[src/rtl/elevator_ctrl_if.sv]
// rtl/elevator_ctrl_if.sv - request/clear handshake between buttons_res and elevator_ctrl
//
// Purpose: bundles the latched request vectors and their clear strobes.
// Ports (signals):
//   active_in_levels          cabin requests, bit i = level i
//   active_out_up_levels      hall-up requests, levels 0..BUTTONS_WIDTH-2
//   active_out_down_levels    hall-down requests, levels 1..BUTTONS_WIDTH-1
//   inactivate_in_levels      clears for cabin requests
//   inactivate_out_up_levels  clears for hall-up requests
//   inactivate_out_down_levels clears for hall-down requests
// Modports: master = request holder (buttons_res), slave = elevator_ctrl.
interface elevator_ctrl_if #(
    parameter int BUTTONS_WIDTH = 8
);
    logic [BUTTONS_WIDTH-1:0] active_in_levels;
    logic [BUTTONS_WIDTH-2:0] active_out_up_levels;
    logic [BUTTONS_WIDTH-1:1] active_out_down_levels;
    logic [BUTTONS_WIDTH-1:0] inactivate_in_levels;
    logic [BUTTONS_WIDTH-2:0] inactivate_out_up_levels;
    logic [BUTTONS_WIDTH-1:1] inactivate_out_down_levels;

    modport master (
        output active_in_levels,
        output active_out_up_levels,
        output active_out_down_levels,
        input  inactivate_in_levels,
        input  inactivate_out_up_levels,
        input  inactivate_out_down_levels
    );

    modport slave (
        input  active_in_levels,
        input  active_out_up_levels,
        input  active_out_down_levels,
        output inactivate_in_levels,
        output inactivate_out_up_levels,
        output inactivate_out_down_levels
    );
endinterface

[src/rtl/elevator_ctrl.sv]
// rtl/elevator_ctrl.sv - SCAN-style car-motion controller servicing latched requests
//
// Purpose: tracks the car level, schedules up/down travel with a per-level
// travel time, dwells with the door open and clears the serviced requests.
// Ports:
//   clk            system clock, rising edge
//   reset          synchronous, active-high
//   req            elevator_ctrl_if.slave: active_* in, inactivate_* out
//   current_level  registered car level
//   dir_up         scheduling direction, 1 = up
//   moving         high in MOVE_UP / MOVE_DOWN / ARRIVE
//   door_open      high in DOOR_OPEN
module elevator_ctrl #(
    parameter int BUTTONS_WIDTH = 8,
    parameter int LEVEL_WIDTH   = 3,
    parameter int TRAVEL_CYCLES = 4,
    parameter int DOOR_CYCLES   = 3
) (
    input  logic                   clk,
    input  logic                   reset,
    elevator_ctrl_if.slave         req,
    output logic [LEVEL_WIDTH-1:0] current_level,
    output logic                   dir_up,
    output logic                   moving,
    output logic                   door_open
);
    localparam int MAX_CYCLES  = (TRAVEL_CYCLES > DOOR_CYCLES) ? TRAVEL_CYCLES : DOOR_CYCLES;
    localparam int TIMER_WIDTH = $clog2(MAX_CYCLES + 1);
    localparam logic [TIMER_WIDTH-1:0] TRAVEL_LAST = TIMER_WIDTH'(TRAVEL_CYCLES - 1);
    localparam logic [TIMER_WIDTH-1:0] DOOR_LAST   = TIMER_WIDTH'(DOOR_CYCLES - 1);
    localparam logic [LEVEL_WIDTH-1:0] TOP_LEVEL   = LEVEL_WIDTH'(BUTTONS_WIDTH - 1);

    typedef enum logic [2:0] {
        IDLE,
        MOVE_UP,
        MOVE_DOWN,
        ARRIVE,
        DOOR_OPEN
    } state_t;

    state_t                   state;
    logic [TIMER_WIDTH-1:0]   timer;
    logic [BUTTONS_WIDTH-1:0] clr_in;
    logic [BUTTONS_WIDTH-2:0] clr_up;
    logic [BUTTONS_WIDTH-1:1] clr_down;

    // Hall vectors widened to full level range; nonexistent bits read as 0.
    logic [BUTTONS_WIDTH-1:0] up_full;
    logic [BUTTONS_WIDTH-1:0] down_full;
    logic [BUTTONS_WIDTH-1:0] all_req;
    logic [BUTTONS_WIDTH-1:0] level_onehot;
    logic                     in_at;
    logic                     up_at;
    logic                     down_at;
    logic                     req_at;
    logic                     req_above;
    logic                     req_below;
    logic                     beyond;
    logic                     stop_here;
    logic [BUTTONS_WIDTH-1:0] door_clr_in;
    logic [BUTTONS_WIDTH-2:0] door_clr_up;
    logic [BUTTONS_WIDTH-1:1] door_clr_down;

    always_comb begin
        up_full      = {1'b0, req.active_out_up_levels};
        down_full    = {req.active_out_down_levels, 1'b0};
        all_req      = req.active_in_levels | up_full | down_full;
        level_onehot = BUTTONS_WIDTH'(1) << current_level;
        in_at        = |(req.active_in_levels & level_onehot);
        up_at        = |(up_full & level_onehot);
        down_at      = |(down_full & level_onehot);
        req_at       = in_at | up_at | down_at;
        req_above    = 1'b0;
        req_below    = 1'b0;
        for (int i = 0; i < BUTTONS_WIDTH; i++) begin
            if (LEVEL_WIDTH'(i) > current_level) req_above = req_above | all_req[i];
            if (LEVEL_WIDTH'(i) < current_level) req_below = req_below | all_req[i];
        end
        // Requests still waiting further along the current direction.
        beyond    = dir_up ? req_above : req_below;
        // Stop for a cabin call, a hall call heading our way, or the last
        // call in this direction regardless of its hall direction.
        stop_here = in_at | (dir_up ? up_at : down_at) | (req_at & ~beyond);
        // Clears latched on DOOR_OPEN entry. With nothing beyond, the car
        // turns around here, so both hall calls at this level are served.
        door_clr_in   = level_onehot;
        door_clr_up   = (~beyond | dir_up)  ? level_onehot[BUTTONS_WIDTH-2:0] : '0;
        door_clr_down = (~beyond | ~dir_up) ? level_onehot[BUTTONS_WIDTH-1:1] : '0;
    end

    always_ff @(posedge clk) begin
        if (reset) begin
            state         <= IDLE;
            current_level <= '0;
            dir_up        <= 1'b1;
            timer         <= '0;
            moving        <= 1'b0;
            door_open     <= 1'b0;
            clr_in        <= '0;
            clr_up        <= '0;
            clr_down      <= '0;
        end else begin
            case (state)
                IDLE: begin
                    if (req_at) begin
                        state     <= DOOR_OPEN;
                        door_open <= 1'b1;
                        timer     <= '0;
                        clr_in    <= door_clr_in;
                        clr_up    <= door_clr_up;
                        clr_down  <= door_clr_down;
                        if (!beyond) dir_up <= ~dir_up;
                    end else if (dir_up && req_above) begin
                        state  <= MOVE_UP;
                        moving <= 1'b1;
                        timer  <= '0;
                    end else if (req_below) begin
                        state  <= MOVE_DOWN;
                        dir_up <= 1'b0;
                        moving <= 1'b1;
                        timer  <= '0;
                    end else if (req_above) begin
                        state  <= MOVE_UP;
                        dir_up <= 1'b1;
                        moving <= 1'b1;
                        timer  <= '0;
                    end
                end
                MOVE_UP, MOVE_DOWN: begin
                    if (timer == TRAVEL_LAST) begin
                        timer <= '0;
                        state <= ARRIVE;
                        if (state == MOVE_UP) begin
                            if (current_level != TOP_LEVEL) current_level <= current_level + 1'b1;
                        end else begin
                            if (current_level != '0) current_level <= current_level - 1'b1;
                        end
                    end else begin
                        timer <= timer + TIMER_WIDTH'(1);
                    end
                end
                ARRIVE: begin
                    if (stop_here) begin
                        state     <= DOOR_OPEN;
                        moving    <= 1'b0;
                        door_open <= 1'b1;
                        timer     <= '0;
                        clr_in    <= door_clr_in;
                        clr_up    <= door_clr_up;
                        clr_down  <= door_clr_down;
                        if (!beyond) dir_up <= ~dir_up;
                    end else if (beyond) begin
                        // dir_up always matches the travel direction while moving.
                        state <= dir_up ? MOVE_UP : MOVE_DOWN;
                        timer <= '0;
                    end else begin
                        // Request withdrawn mid-travel: nothing left to serve.
                        state  <= IDLE;
                        moving <= 1'b0;
                    end
                end
                DOOR_OPEN: begin
                    if (timer == DOOR_LAST) begin
                        state     <= IDLE;
                        door_open <= 1'b0;
                        timer     <= '0;
                        clr_in    <= '0;
                        clr_up    <= '0;
                        clr_down  <= '0;
                    end else begin
                        timer <= timer + TIMER_WIDTH'(1);
                    end
                end
                default: begin
                    state     <= IDLE;
                    moving    <= 1'b0;
                    door_open <= 1'b0;
                    timer     <= '0;
                    clr_in    <= '0;
                    clr_up    <= '0;
                    clr_down  <= '0;
                end
            endcase
        end
    end

    assign req.inactivate_in_levels       = clr_in;
    assign req.inactivate_out_up_levels   = clr_up;
    assign req.inactivate_out_down_levels = clr_down;
endmodule

[src/flat_wrapper.sv]
// flat-port wrapper written by rule: the top's interface ports become plain ports
module elevator_ctrl_flat 
#(
    parameter int BUTTONS_WIDTH = 8,
    parameter int LEVEL_WIDTH   = 3,
    parameter int TRAVEL_CYCLES = 4,
    parameter int DOOR_CYCLES   = 3
)
  (clk, reset, current_level, dir_up, moving, door_open, req_active_in_levels, req_active_out_up_levels, req_active_out_down_levels, req_inactivate_in_levels, req_inactivate_out_up_levels, req_inactivate_out_down_levels);
  elevator_ctrl_if #(.BUTTONS_WIDTH(BUTTONS_WIDTH)) req_i ();
  input  logic clk;
  input  logic reset;
  output logic [LEVEL_WIDTH-1:0] current_level;
  output logic dir_up;
  output logic moving;
  output logic door_open;
  input wire logic [$bits(req_i.active_in_levels)-1:0] req_active_in_levels;
  input wire logic [$bits(req_i.active_out_up_levels)-1:0] req_active_out_up_levels;
  input wire logic [$bits(req_i.active_out_down_levels)-1:0] req_active_out_down_levels;
  output wire logic [$bits(req_i.inactivate_in_levels)-1:0] req_inactivate_in_levels;
  output wire logic [$bits(req_i.inactivate_out_up_levels)-1:0] req_inactivate_out_up_levels;
  output wire logic [$bits(req_i.inactivate_out_down_levels)-1:0] req_inactivate_out_down_levels;
  assign req_i.active_in_levels = req_active_in_levels;
  assign req_i.active_out_up_levels = req_active_out_up_levels;
  assign req_i.active_out_down_levels = req_active_out_down_levels;
  assign req_inactivate_in_levels = req_i.inactivate_in_levels;
  assign req_inactivate_out_up_levels = req_i.inactivate_out_up_levels;
  assign req_inactivate_out_down_levels = req_i.inactivate_out_down_levels;
  elevator_ctrl #(.BUTTONS_WIDTH(BUTTONS_WIDTH), .LEVEL_WIDTH(LEVEL_WIDTH), .TRAVEL_CYCLES(TRAVEL_CYCLES), .DOOR_CYCLES(DOOR_CYCLES)) u_core (.clk(clk), .reset(reset), .req(req_i), .current_level(current_level), .dir_up(dir_up), .moving(moving), .door_open(door_open));
endmodule
[config.mk]
export PLATFORM = sky130hd
export DESIGN_NAME = elevator_ctrl_flat
export DESIGN_NICKNAME = d
export VERILOG_FILES = /design/src/rtl/elevator_ctrl_if.sv /design/src/rtl/elevator_ctrl.sv /design/src/flat_wrapper.sv
export SDC_FILE = /design/constraint.sdc
export NUM_CORES = 1
export LEC_CHECK = 0
export BUFFER_PORTS_ARGS = -buffer_cell sky130_fd_sc_hd__buf_2
export CAP_MARGIN = 20
export CORE_UTILIZATION = 40
export DETAILED_ROUTE_END_ITERATION = 10
export SKIP_LAST_GASP = 1
export SYNTH_ARGS = -nofsm -noshare
export SYNTH_HDL_FRONTEND = slang
export SYNTH_SLANG_ARGS = --single-unit
[constraint.sdc]
create_clock -name clk -period 5.2 [get_ports clk]
set_clock_uncertainty 0.2 [all_clocks]
set_input_delay 1.04 -clock clk [delete_from_list [all_inputs] [get_ports clk]]
set_output_delay 1.04 -clock clk [all_outputs]
set_load 0.02 [all_outputs]
==> results.yml <==
clock_network:
  clkSlewWorstSetupHoldPaths_ns: 0.08
  tritoncts: "yes"
  hold_buffers: 0
  clockBufferDepth: 2
  clock_latency_ns: 0.28
  post_cts_buffers: 0
  ctsResizeCount: 0
  cts.sinks: 34
  cts_buffers: 5
  cts-root-buf: "clkbuf_8"
  cts-htree-levels: 2
sta:
  finalSetupTns_ns: 0
  timing.final.crit_share: 0.671
  fmax_mhz: 287
  rsz0062_at_grt: "no"
  whs_ns: 0.266
  setup_violations: 0
  min_period_ns: 3.49
  relSlewSlack: 0.473
  worstMarginPinSlew_ns: 0.791
  hold_viol: 0
  drv_slew: 0
cells_and_area:
  mostFrequentLayoutCell: "buf_2"
  fill_cells: 531
  antenna_cells: 0
  multi_input_area_um2: 1270
  seq_area_um2: 681
  mostFrequentLayoutCells: "51 x buf_2, 34 x dfxtp_1, 16 x nor2_1"
  areaGrowthSynthToFinish_pct: 17.2
  drive_gt1_frac: 0.254
  nNetsFinal: 310
synth:
  synth_edf_count: 0
  ys_seq_elements: 34
  synth.yosys.warnings: 0
  synth_flop_cell: "dfxtp_1"
  syn_inst: 230
  ys_seq_area_frac: 0.322
  synth_area_per_cell_um2: 9.20
  synth_cell_types: 53
  synth_area_um2: 2120
  synth.net_count: 265
  synth-async-reset-ratio: 0
routing:
  vias: 1991
  drt_pass1_iterations: 5
  drt_first_iter_violations: 109
  wl_per_cell_um: 15.2
  ant_nets: 0
  viasPerCell: 5.75
  drt_wl_total_mm: 5.26
  drc: 0
setup_path:
  rr_startpoint: "u_core.current_level[1]"
  start_kind: "flop"
  setup.worst_path.class: "flop to flop"
  critPathLaunch: "u_core.current_level[1]"
  required_ns: 5.23
  crit_path_end_kind: "flop"
  crit_arrival_ns: 3.52
  critPathMaxFanout: 23
placed_design:
  dp_hpwl_mm: 4.00
  portBuffers: 51
  gp_congestion: 0.809
global_routing:
  top_usage_layer: "met1"
  grtUsageMet1: 0.304
  grt_usage: 0.205
  met2_usage: 0.299
  grt.overflow.total: 0
  grt_pass1_vias: 1760
  grt_max_degree: 25
  grt_pass1_wl_mm: 8.78
  antenna_found_initial: 0
  grtUsageMet3: 0.0455
pwr:
  cellLeakagePower_nw: 1.11
  power_density_nw_per_um2: 313
  p_total_uw: 777
  peakVddDrop_uv: 164
die:
  ios: 52
  initial_core_util: 0.414
  rows: 26
  die-height_um: 74.7
  fp.dieArea_um2: 5580
  core_area_um2: 5110
  die_x_um: 74.7
min_path:
  hp-start: "u_core.req.inactivate_out_up_levels[5]"
  hold_path_class: "flop to flop"
flow_run:
  maxCapViolCount: 0
outcome:
  outcome: "completed"
power by group:
group	internal (mW)	switching (mW)	total, mW
sequential	0.277	0.0213	0.298
clock	0.192	0.101	0.293
combinational	0.0742	0.112	0.186
state kept, by name, summed over array words and instances (netlist names), 3 cells and up:
| signal | flops |
|---|---|
| u_core.req.inactivate_out_down_levels | 7 |
| u_core.req.inactivate_in_levels | 8 |
| u_core.req.inactivate_out_up_levels | 7 |
| u_core.state | 3 |
| u_core.current_level | 3 |
| u_core.timer | 3 |
worst paths after layout:
kind / endpoint / slack (ns) / cells after the start
hold reg to reg: u_core.req.inactivate_out_up_levels[5] / 0.27 / 1
setup / recovery: u_core.req.inactivate_in_levels[2] / 1.71 / 9
setup reg to reg: u_core.req.inactivate_in_levels[2] / 1.71 / 9
hold / removal: u_core.req.inactivate_out_up_levels[5] / 0.27 / 1
stage by stage:
step / util / setup slack, ns / instances / instance area [um2]
finish: 0.486 / 1.71 / 346 / 2480
global route: 0.486 / 1.39 / 346 / 2480
CTS: 0.486 / 1.74 / 346 / 2480
detailed placement: 0.459 / 1.63 / 338 / 2340
global placement: 0.459 / 1.64 / 338 / 2340
floorplan: - / 2.22 / 230 / 2120
worst max-delay path, cell delays in order (launching register included):
cell	delay [ns]
dfxtp_1	0.54
inv_1	0.15
ha_1	0.34
a222oi_1	0.39
mux2i_1	0.24
nor4_4	0.29
buf_4	0.24
nand3b_1	0.13
a22o_1	0.66
a22o_1	0.25
logic make-up (layout without fill, tap and decap cells):
logic type,after synthesis,in the layout,synth area share
adders and majority gates,11,11,0.0650
xor gates and xnor gates,2,2,0.00828
buffers and inverters,25,71,0.0798
AOI/OAI and AO/OA,78,78,0.308
muxes,5,5,0.0237
DFF,34,34,0.322
and+or+nand+nor,75,75,0.193
cell type report:
class | count | area share
Inverter | 10 | 0.0151
Tap cell | 70 | 0.0353
Sequential cell | 34 | 0.274
Clock inverter | 3 | 0.0277
Timing Repair Buffer | 53 | 0.109
Multi-Input combinational cell | 171 | 0.511
Clock buffer | 5 | 0.0277
routing by layer:
layer,wire length [um],vias up
li1,-,974
met1,2610,948
met2,2290,65
met3,324,4
met4,28,0
met5,0,-
cells in the mapped netlist (all sizes together) (2+ instances only):
master   n  area (um2)
a221oi   2        17.5
nor2b    4        25.0
o21ai    7        35.0
a32o    15         150
nand2   11        41.3
nand3    5        25.0
a21oi   12        60.1
ha      11         138
nand2b   4        25.0
or2      2        12.5
a221o    2        20.0
o21a     2        15.0
buf     13         120
xnor2    2        17.5
or3      2        12.5
nor3    14        81.3
and2     7        43.8
o22ai    2        12.5
a22o    10        87.6
a222oi   4        40.0
clkbuf   2        11.3
o31ai    2        20.0
o32ai    2        17.5
a22oi    4        30.0
o211ai   3        22.5
and3     5        31.3
nor2    16        60.1
mux2i    5        50.1
inv     10        37.5
dfxtp   34         681
Note: power is estimated with default switching activity, not from simulation.
